### src/rtl/cpu_pkg.sv
// cpu_pkg: constants and types shared by the fetch-side blocks.
//   INSTR_BYTES      - bytes per instruction word
//   OPC_*/ADR_*/OPD_* - bit positions of opcode, address/register and operand fields
//   NOP_WORD         - word delivered when a fetch is abandoned
//   fetch_state_t    - fetch FSM state encoding
package cpu_pkg;

  localparam int INSTR_BYTES = 3;

  localparam int OPC_HI = 23;
  localparam int OPC_LO = 16;
  localparam int ADR_HI = 15;
  localparam int ADR_LO = 8;
  localparam int OPD_HI = 7;
  localparam int OPD_LO = 0;

  localparam logic [23:0] NOP_WORD = 24'h000000;

  typedef enum logic [1:0] {
    ST_IDLE = 2'd0,
    ST_RD0  = 2'd1,
    ST_RD1  = 2'd2,
    ST_RD2  = 2'd3
  } fetch_state_t;

endpackage

### src/rtl/fetch_watchdog.sv
// fetch_watchdog: counts consecutive cycles in which a memory request is
// outstanding but unacknowledged and flags the cycle in which the limit is hit.
//   clk, rst  - clock, asynchronous active-low reset
//   wait_cyc  - request high and ack low this cycle
//   timeout   - this is the TIMEOUT_CYC-th consecutive wait cycle
module fetch_watchdog #(
  parameter int TIMEOUT_CYC = 16
) (
  input  logic clk,
  input  logic rst,
  input  logic wait_cyc,
  output logic timeout
);

  localparam int CW = $clog2(TIMEOUT_CYC) + 1;
  localparam logic [CW-1:0] LAST = CW'(TIMEOUT_CYC - 1);

  logic [CW-1:0] cnt_r;

  // Any acked or idle cycle restarts the count, so it measures one byte's wait only.
  always_ff @(posedge clk or negedge rst) begin
    if (!rst) begin
      cnt_r <= {CW{1'b0}};
    end else if (!wait_cyc || timeout) begin
      cnt_r <= {CW{1'b0}};
    end else begin
      cnt_r <= cnt_r + CW'(1);
    end
  end

  assign timeout = wait_cyc && (cnt_r == LAST);

endmodule

### src/rtl/instr_fetch_unit.sv
// instr_fetch_unit: owns PC and MAR and assembles a 24-bit instruction from
// three byte reads of program memory over a req/ack handshake.
//   Control strobes: MAR_load (start fetch), IR_load (consume fetched word),
//                    PC_inc (pc += 3), PC_en/PC_load (pc <= target)
//   Memory side:     mem_req/mem_addr out, mem_ack/mem_rdata in
//   Status:          pc, mar, command_word, ir_pending, fetch_busy, fetch_err
// Optional macro FETCH_TIMEOUT_EN adds a per-byte ack watchdog; a timed-out
// fetch delivers NOP_WORD and sets the sticky fetch_err flag.
module instr_fetch_unit
  import cpu_pkg::*;
#(
  parameter int TIMEOUT_CYC = 16
) (
  input  logic        clk,
  input  logic        rst,
  input  logic        MAR_load,
  input  logic        IR_load,
  input  logic        PC_inc,
  input  logic        PC_en,
  input  logic [7:0]  PC_load,
  input  logic        mem_ack,
  input  logic [7:0]  mem_rdata,
  output logic        mem_req,
  output logic [7:0]  mem_addr,
  output logic [7:0]  pc,
  output logic [7:0]  mar,
  output logic [23:0] command_word,
  output logic        ir_pending,
  output logic        fetch_busy,
  output logic        fetch_err
);

  fetch_state_t state_r;
  logic [7:0]   pc_r;
  logic [7:0]   mar_r;
  logic [7:0]   mem_addr_r;
  logic         mem_req_r;
  logic [23:0]  buf_r;
  logic [23:0]  command_word_r;
  logic         ir_pending_r;
  logic         busy_r;
  logic         fetch_err_r;
  logic         timeout_s;

`ifdef FETCH_TIMEOUT_EN
  logic wait_s;
  assign wait_s = mem_req_r & ~mem_ack;

  fetch_watchdog #(
    .TIMEOUT_CYC(TIMEOUT_CYC)
  ) u_watchdog (
    .clk      (clk),
    .rst      (rst),
    .wait_cyc (wait_s),
    .timeout  (timeout_s)
  );
`else
  logic [31:0] unused_timeout_cfg_s;
  assign unused_timeout_cfg_s = TIMEOUT_CYC;
  assign timeout_s = 1'b0;
`endif

  // PC update, IR transfer and the byte-fetch sequencer.
  always_ff @(posedge clk or negedge rst) begin
    if (!rst) begin
      state_r        <= ST_IDLE;
      pc_r           <= 8'h00;
      mar_r          <= 8'h00;
      mem_addr_r     <= 8'h00;
      mem_req_r      <= 1'b0;
      buf_r          <= NOP_WORD;
      command_word_r <= 24'h000000;
      ir_pending_r   <= 1'b0;
      busy_r         <= 1'b0;
      fetch_err_r    <= 1'b0;
    end else begin
      if (PC_en) begin
        pc_r <= PC_load;
      end else if (PC_inc) begin
        pc_r <= pc_r + 8'(INSTR_BYTES);
      end else begin
        pc_r <= pc_r;
      end

      // ir_pending is low throughout a fetch, so IR_load on the final
      // capture edge cannot pick up the half-written buffer.
      if (IR_load && ir_pending_r) begin
        command_word_r <= buf_r;
        ir_pending_r   <= 1'b0;
      end

      case (state_r)
        ST_IDLE: begin
          if (MAR_load) begin
            state_r      <= ST_RD0;
            mar_r        <= pc_r;
            mem_addr_r   <= pc_r;
            mem_req_r    <= 1'b1;
            busy_r       <= 1'b1;
            ir_pending_r <= 1'b0;
          end
        end
        ST_RD0, ST_RD1, ST_RD2: begin
          if (timeout_s) begin
            state_r      <= ST_IDLE;
            mem_req_r    <= 1'b0;
            busy_r       <= 1'b0;
            buf_r        <= NOP_WORD;
            ir_pending_r <= 1'b1;
            fetch_err_r  <= 1'b1;
          end else if (mem_ack) begin
            case (state_r)
              ST_RD0: begin
                buf_r[OPC_HI:OPC_LO] <= mem_rdata;
                mem_addr_r           <= mem_addr_r + 8'd1;
                state_r              <= ST_RD1;
              end
              ST_RD1: begin
                buf_r[ADR_HI:ADR_LO] <= mem_rdata;
                mem_addr_r           <= mem_addr_r + 8'd1;
                state_r              <= ST_RD2;
              end
              ST_RD2: begin
                buf_r[OPD_HI:OPD_LO] <= mem_rdata;
                mem_req_r            <= 1'b0;
                busy_r               <= 1'b0;
                ir_pending_r         <= 1'b1;
                state_r              <= ST_IDLE;
              end
              default: begin
                state_r   <= ST_IDLE;
                mem_req_r <= 1'b0;
                busy_r    <= 1'b0;
              end
            endcase
          end
        end
        default: begin
          state_r   <= ST_IDLE;
          mem_req_r <= 1'b0;
          busy_r    <= 1'b0;
        end
      endcase
    end
  end

  assign pc           = pc_r;
  assign mar          = mar_r;
  assign mem_addr     = mem_addr_r;
  assign mem_req      = mem_req_r;
  assign command_word = command_word_r;
  assign ir_pending   = ir_pending_r;
  assign fetch_busy   = busy_r;
  assign fetch_err    = fetch_err_r;

endmodule

### config.mk
export PLATFORM = sky130hd
export DESIGN_NAME = instr_fetch_unit
export DESIGN_NICKNAME = d
export VERILOG_FILES = /design/src/rtl/cpu_pkg.sv /design/src/rtl/fetch_watchdog.sv /design/src/rtl/instr_fetch_unit.sv
export SDC_FILE = /design/constraint.sdc
export NUM_CORES = 1
export LEC_CHECK = 0
export BUFFER_PORTS_ARGS = -buffer_cell sky130_fd_sc_hd__buf_2
export CAP_MARGIN = 0
export CORE_UTILIZATION = 56
export CTS_BUF_LIST = sky130_fd_sc_hd__clkbuf_2
export DETAILED_ROUTE_END_ITERATION = 12
export HOLD_SLACK_MARGIN = 0.1
export PLACE_DENSITY = 0.89
export SYNTH_ARGS = -nofsm -noshare
export SYNTH_HDL_FRONTEND = slang
export SYNTH_HIERARCHICAL = 1
export SYNTH_SLANG_ARGS = --single-unit
### constraint.sdc
create_clock -name clk -period 2.2 [get_ports clk]
set_clock_uncertainty 0.05 [all_clocks]
set_input_delay 0.33 -clock clk [delete_from_list [all_inputs] [get_ports clk]]
set_output_delay 0.33 -clock clk [all_outputs]
set_load 0.005 [all_outputs]
==> results of run 1 <==
==> state kept, by name (all words and copies together), names as in the netlist <==
signal and count:
buf_r 24, command_word 24, fetch_busy 1, ir_pending 1
mar 8, mem_addr 8, pc 8, state_r 2
==> area by class of cell <==
class                           count  area [µm²]  share of cell area (%)
Sequential cell                    76        1900                    47.2
Multi-Input combinational cell    164        1290                    32.2
Timing Repair Buffer               97         611                    15.2
Tap cell                           72        90.1                    2.24
Clock inverter                      7        66.3                    1.65
Clock buffer                        9        45.0                    1.12
Inverter                            5        18.8                   0.466
==> per-layer routing <==
| layer | track usage (%) | wire (µm) | vias to the layer above |
|---|---|---|---|
| met5 | 0 | 0 | - |
| met4 | 9.44 | 104 | 0 |
| met3 | 4.19 | 300 | 11 |
| met2 | 42.6 | 3360 | 75 |
| met1 | 30.1 | 2880 | 1116 |
| li1 | - | - | 1082 |
==> metrics by stage <==
step                      util [%]  std cells  power, mW  hold WS (ps)  setup slack, ps
after floorplan                  -        254       3.67         -15.6              517
after global placement        66.7        394       4.28           249              442
after detailed placement      66.7        394       4.43           255              339
after CTS                     72.3        430       5.18           100              313
after global routing          72.3        430       5.55           100              216
final                         72.3        430       5.13           131              315
==> cells in the final DEF, fill, tap and decap left out, types with 3 or more instances in the layout <==
cell type and instances:
dfrtp_1 76, buf_2 72, mux2_2 55, nand2_1 22, dlygate4sd3_1 20, o21ai_0 12
a21oi_1 9, clkbuf_2 9, nor2_1 8, ha_1 8, nand3_1 6, inv_1 5
o21ai_1 5, xnor2_1 4, buf_4 4, nand2b_1 3, nand4_1 3, xor2_1 3
==> power groups by stage <==
| stage | Clock [mW] | Combinational [mW] | Sequential [mW] |
|---|---|---|---|
| 6_report | 0.738 | 1.96 | 2.44 |
| 5_1_grt | 0.825 | 2.19 | 2.53 |
| 4_1_cts | 0.750 | 1.98 | 2.44 |
| 3_5_place_dp | 0 | 1.95 | 2.48 |
| 3_3_place_gp | 0 | 1.85 | 2.43 |
| 2_1_floorplan | 0 | 1.24 | 2.43 |
==> path summary, 6_finish.rpt <==
path	startpoint	end	slack [ps]	depth (start not counted)
worst max-delay path	state_r[0]	mem_addr[2]	320	6
worst min-delay path	PC_en	pc[6]	130	2
worst max register to register	state_r[0]	mem_addr[2]	320	6
worst min register to register	buf_r[16]	command_word[16]	470	1
max in group asynchronous	rst	command_word[18]	1280	3
min in group asynchronous	rst	command_word[7]	250	2
==> worst max-delay path: stages (launching register included) <==
cell and delay [ps]:
dfrtp_1 440, inv_1 130, ha_1 230, nor2b_2 190, nor3_2 450, o21ai_0 170
o2bb2ai_1 150
==> cells by family (layout without fill, tap and decap cells) <==
group / Yosys count / count (layout)
xor gates and xnor gates: 7 / 7
other: 1 / 1
buffers and inverters: 14 / 118
DFF: 76 / 76
muxes: 57 / 57
AOI/OAI and AO/OA: 38 / 38
adders and majority gates: 8 / 8
and+or+nand+nor: 53 / 53
==> repair_timing <==
item | 4_1_cts | 5_1_grt
gates resized for setup | 0 | 0
hold endpoints to repair | 107 | 0
hold buffers | 20 | 0
==> results.toml, run 1 <==
[placement]
dp_hpwl_mm = 4.55
place_congestion = 0.833
portBuffers = 73
dpl_cell_area_um2 = 3720

[clocking]
clock_latency_ps = 490
clkTransAtPathRegs_ps = 210
cts-htree-levels = 3
numClockSinks = 76
cts_tree = "yes"
cts_buffer_depth = 2
numCtsBuffers = 9
cts_setup_buffers = 0
root_buffer = "clkbuf_2"

[synth]
yosysUniqueCellTypes = 39
synth_area_um2 = 3260
synth.largest_area_cell = "dfrtp_1"
syn_inst = 254
synth_xor_area_share_pct = 1.88
synth_fa_ha_area_share_pct = 3.07
synthFlopType = "dfrtp_1"
synth_compound_area_share_pct = 7.10
yosysSeqAreaShare_pct = 58.3
synth-edff-count = 0
synth_top_area_share_pct = 58.3
post-synth-top-count-cell = "dfrtp_1"
syn_area_per_cell_um2 = 12.8
ys_top_cells_by_area = "dfrtp_1, mux2_2, ha_1, nand2_1, o21ai_0"
async_flop_share_pct = 100
synth_fp_nets = 285
yosysWarnings = 6
synth_common_cells = "dfrtp_1, mux2_2, nand2_1"
synth_seq_cells = 76
synth_top_family_by_area = "multiplexers"
synth_mux_area_share_pct = 19.6
synth-simple-area-share_pct = 7.94

[global_route]
grt_pass1_wl_mm = 11.3
grt_max_degree = 35
grt_pass1_vias = 2394
grt_util_all_layers_pct = 24.4
overflow = 0
antenna_found_initial = 0

[critical_path]
worstSetupPathType = "reg2reg"
cp-end-kind = "flop"
startpoint_type = "flop"
crit_arrival_ps = 2220
worstPathMaxFanout = 9
required_ps = 2530

[floorplanning]
ios = 75
core-area_um2 = 5570
die_x_um = 78.3
start_util_pct = 58.5
placementRows = 27
die_h_um = 78.3
design.die.area_um2 = 6130

[sta]
rsz0062_at_grt = "no"
finalSetupViolCount = 0
timing.final.crit_share_pct = 85.7
finalCriticalPeriod_ps = 1880
finalSetupTns_ps = 0
timing.slew.headroom_pct = 65.8
fmax_ghz = 0.531
tightestPinTransition_ps = 511
hold_viol = 0
final-max-slew-violation-count = 0

[final_layout]
antennaDiodeCount = 0
area_delta_synth_final_pct = 23.5
final_area_um2 = 4030
drive_gt1_share_pct = 42.5
layout.nets = 384
n_fill_cell = 386

[power_and_ir_drop]
ir_worst_vdd_mv = 0.664
clock_power_share_pct = 14.4
p_switching_mw = 1.75
power_frac_seq_pct = 47.5
p_leak_nw = 1.90
internal_power_mw = 3.38
combPwrFrac_pct = 38.1
powerDensity_nw_per_um2 = 1270
power_switching_share_pct = 34.1

[route]
first_iter_violations = 108
routedWlPerCell_um = 15.5
viasPerCell = 5.31
first_pass_iters = 4
vias = 2284
drt-total-wl_mm = 6.65
ant_nets = 0
drc = 0

[status]
status = "finished, final reports clean"

[hold_path]
hold_class = "in2reg"

[flow_run]
cap_violations = 0
(Power assumes the default switching activity.)
==> run 2, diff against run 1 <==
--- a/config.mk
+++ b/config.mk
@@ -5,13 +5,14 @@
 export SDC_FILE = /design/constraint.sdc
 export NUM_CORES = 1
 export LEC_CHECK = 0
-export BUFFER_PORTS_ARGS = -buffer_cell sky130_fd_sc_hd__buf_2
+export BUFFER_PORTS_ARGS = -buffer_cell sky130_fd_sc_hd__buf_4
 export CAP_MARGIN = 0
 export CORE_UTILIZATION = 56
 export CTS_BUF_LIST = sky130_fd_sc_hd__clkbuf_2
 export DETAILED_ROUTE_END_ITERATION = 12
 export HOLD_SLACK_MARGIN = 0.1
 export PLACE_DENSITY = 0.89
+export SLEW_MARGIN = 20
 export SYNTH_ARGS = -nofsm -noshare
 export SYNTH_HDL_FRONTEND = slang
 export SYNTH_HIERARCHICAL = 1
==> results.toml, run 2 (same netlist as run 1, synthesis figures left out) <==
[route]
first_pass_iters = 4
top_layer_used = "met4"
drt-met1-wl_mm = 2.91
first_iter_violations = 112
wl_met2_mm = 3.95
wl_met3_um = 413
ant_nets = 0
drc = 0
drt-total-wl_mm = 7.58
routedWlPerCell_um = 17.0
vias = 2475
viasPerCell = 5.54

[sta]
tightestPinTransition_ps = 518
hold_viol = 0
fmax_ghz = 0.481
rsz0062_at_grt = "no"
timing.final.crit_share_pct = 94.4
timing.slew.headroom_pct = 65.3
finalCriticalPeriod_ps = 2080
finalSetupViolCount = 0
setup_ws_ps = 122
finalSetupTns_ps = 0
final-max-slew-violation-count = 0

[final_layout]
layout.nets = 401
drive_gt1_share_pct = 41.6
final_cell_mix = "buf_4, dfrtp_1, mux2_2"
n_fill_cell = 351
multi_input_area_um2 = 1290
final_common_cell = "buf_4"
fin_util_pct = 78.5
area_delta_synth_final_pct = 34.1
final_area_um2 = 4370
antennaDiodeCount = 0
seqCellArea_um2 = 1900

[power_and_ir_drop]
power_frac_seq_pct = 45.3
internal_power_mw = 3.65
combPwrFrac_pct = 41.3
clock_power_share_pct = 13.4
finalPower_mw = 5.48
power_switching_share_pct = 33.4
p_switching_mw = 1.83
ir_worst_vdd_mv = 0.740
powerDensity_nw_per_um2 = 1250
p_leak_nw = 2.03

[critical_path]
cp_slowest_cell = "dlygate4sd3_1"
ff2ff_path_depth = 7
crit-reg2reg-capture = "pc[4]"
critPathLaunch = "pc[1]"
required_ps = 2600
worstPathMaxFanout = 6
worstPathCellList = "inv_1, ha_1, nor2b_1, nand3_1, xor2_1, o21ai_0, dlygate4sd3_1"
critical-path-max-stage-delay_ps = 560
reg2reg_from = "pc[1]"
startpoint_type = "flop"
rrSetupSlack_ps = 120
crit_end = "pc[4]"
crit_arrival_ps = 2480
cp-end-kind = "flop"
worstSetupPathType = "reg2reg"

[floorplanning]
ios = 75
core-area_um2 = 5570
die_h_um = 78.3
placementRows = 27
start_util_pct = 58.5
design.die.area_um2 = 6130
die_x_um = 78.3

[global_route]
grt_pass1_wl_mm = 12.3
grt_pass1_vias = 2617
grt_util_all_layers_pct = 27.0
antenna_found_initial = 0
overflow = 0
grt_max_degree = 43

[hold_path]
hold_class = "in2reg"

[status]
status = "finished, final reports clean"

[clocking]
numCtsBuffers = 9
cts-htree-levels = 3
cts_buffer_depth = 2
clkTransAtPathRegs_ps = 180
clock_latency_ps = 520
cts_tree = "yes"
root_buffer = "clkbuf_2"
numClockSinks = 76

[placement]
dp_hpwl_mm = 4.55
post-place-ws_ps = 320
portBuffers = 73
place_congestion = 0.831
dpl_cell_area_um2 = 3890

[flow_run]
cap_violations = 0
run 2: cell types whose count changed in the layout (fill, tap and decap cells not counted), sizes merged:
cell,change
inv,-1
clkinvlp,-2
clkbuf,+2
clkinv,+1
dlygate4sd3,+16
buf,+1
run 2: timing repair:
item	in CTS	in global routing
hold buffers	36	0
endpoints found under the setup margin	0	1
resized for setup	0	2
setup buffers	0	2
hold endpoints to repair	109	0
run 2: routing by layer:
metal	up-vias	global-route usage [%]
met5	-	0
met2	117	49.3
li1	1123	-
met3	26	4.42
met4	0	15.0
met1	1209	29.6
run 2: layout make-up:
class | instances | share of cell area [%]
flip-flops and latches | 76 | 43.5
clock inverters | 5 | 1.20
well taps | 72 | 2.06
clock buffers | 11 | 1.26
inverters | 5 | 0.429
repair buffers | 114 | 21.9
multi-input cells | 164 | 29.6
run 2: critical path, delay by kind of cell (launching register included):
| kind | cells | cell delay, ps |
|---|---|---|
| AOI/OAI and AO/OA | 1 | 150 |
| DFF | 1 | 470 |
| buffers and inverters | 2 | 640 |
| and+or+nand+nor | 2 | 360 |
| xor gates and xnor gates | 1 | 160 |
| adders and majority gates | 1 | 210 |
run 2: worst min path at each step:
stage	from	to	cells past startpoint
finish	MAR_load	state_r[0]	3
global route	MAR_load	state_r[0]	3
CTS	MAR_load	state_r[0]	3
detailed placement	rst	command_word[14]	1
global placement	rst	command_word[22]	1
floorplan	rst	buf_r[0]	0
run 2: through the flow:
stage / cells / hold slack (ps)
final: 447 / 139
after detailed placement: 393 / 269
after CTS: 445 / 119
after global routing: 447 / 159
after global placement: 393 / 256
after floorplan: 254 / -15.6
run 2: power groups by stage:
stage                     combinational [mW]  clock, mW  sequential (mW)
after CTS                               2.25      0.755             2.47
final                                   2.27      0.733             2.48
after global routing                    2.47      0.812             2.56
after global placement                  2.06          0             2.46
after detailed placement                2.16          0             2.51
after floorplan                         1.24          0             2.43
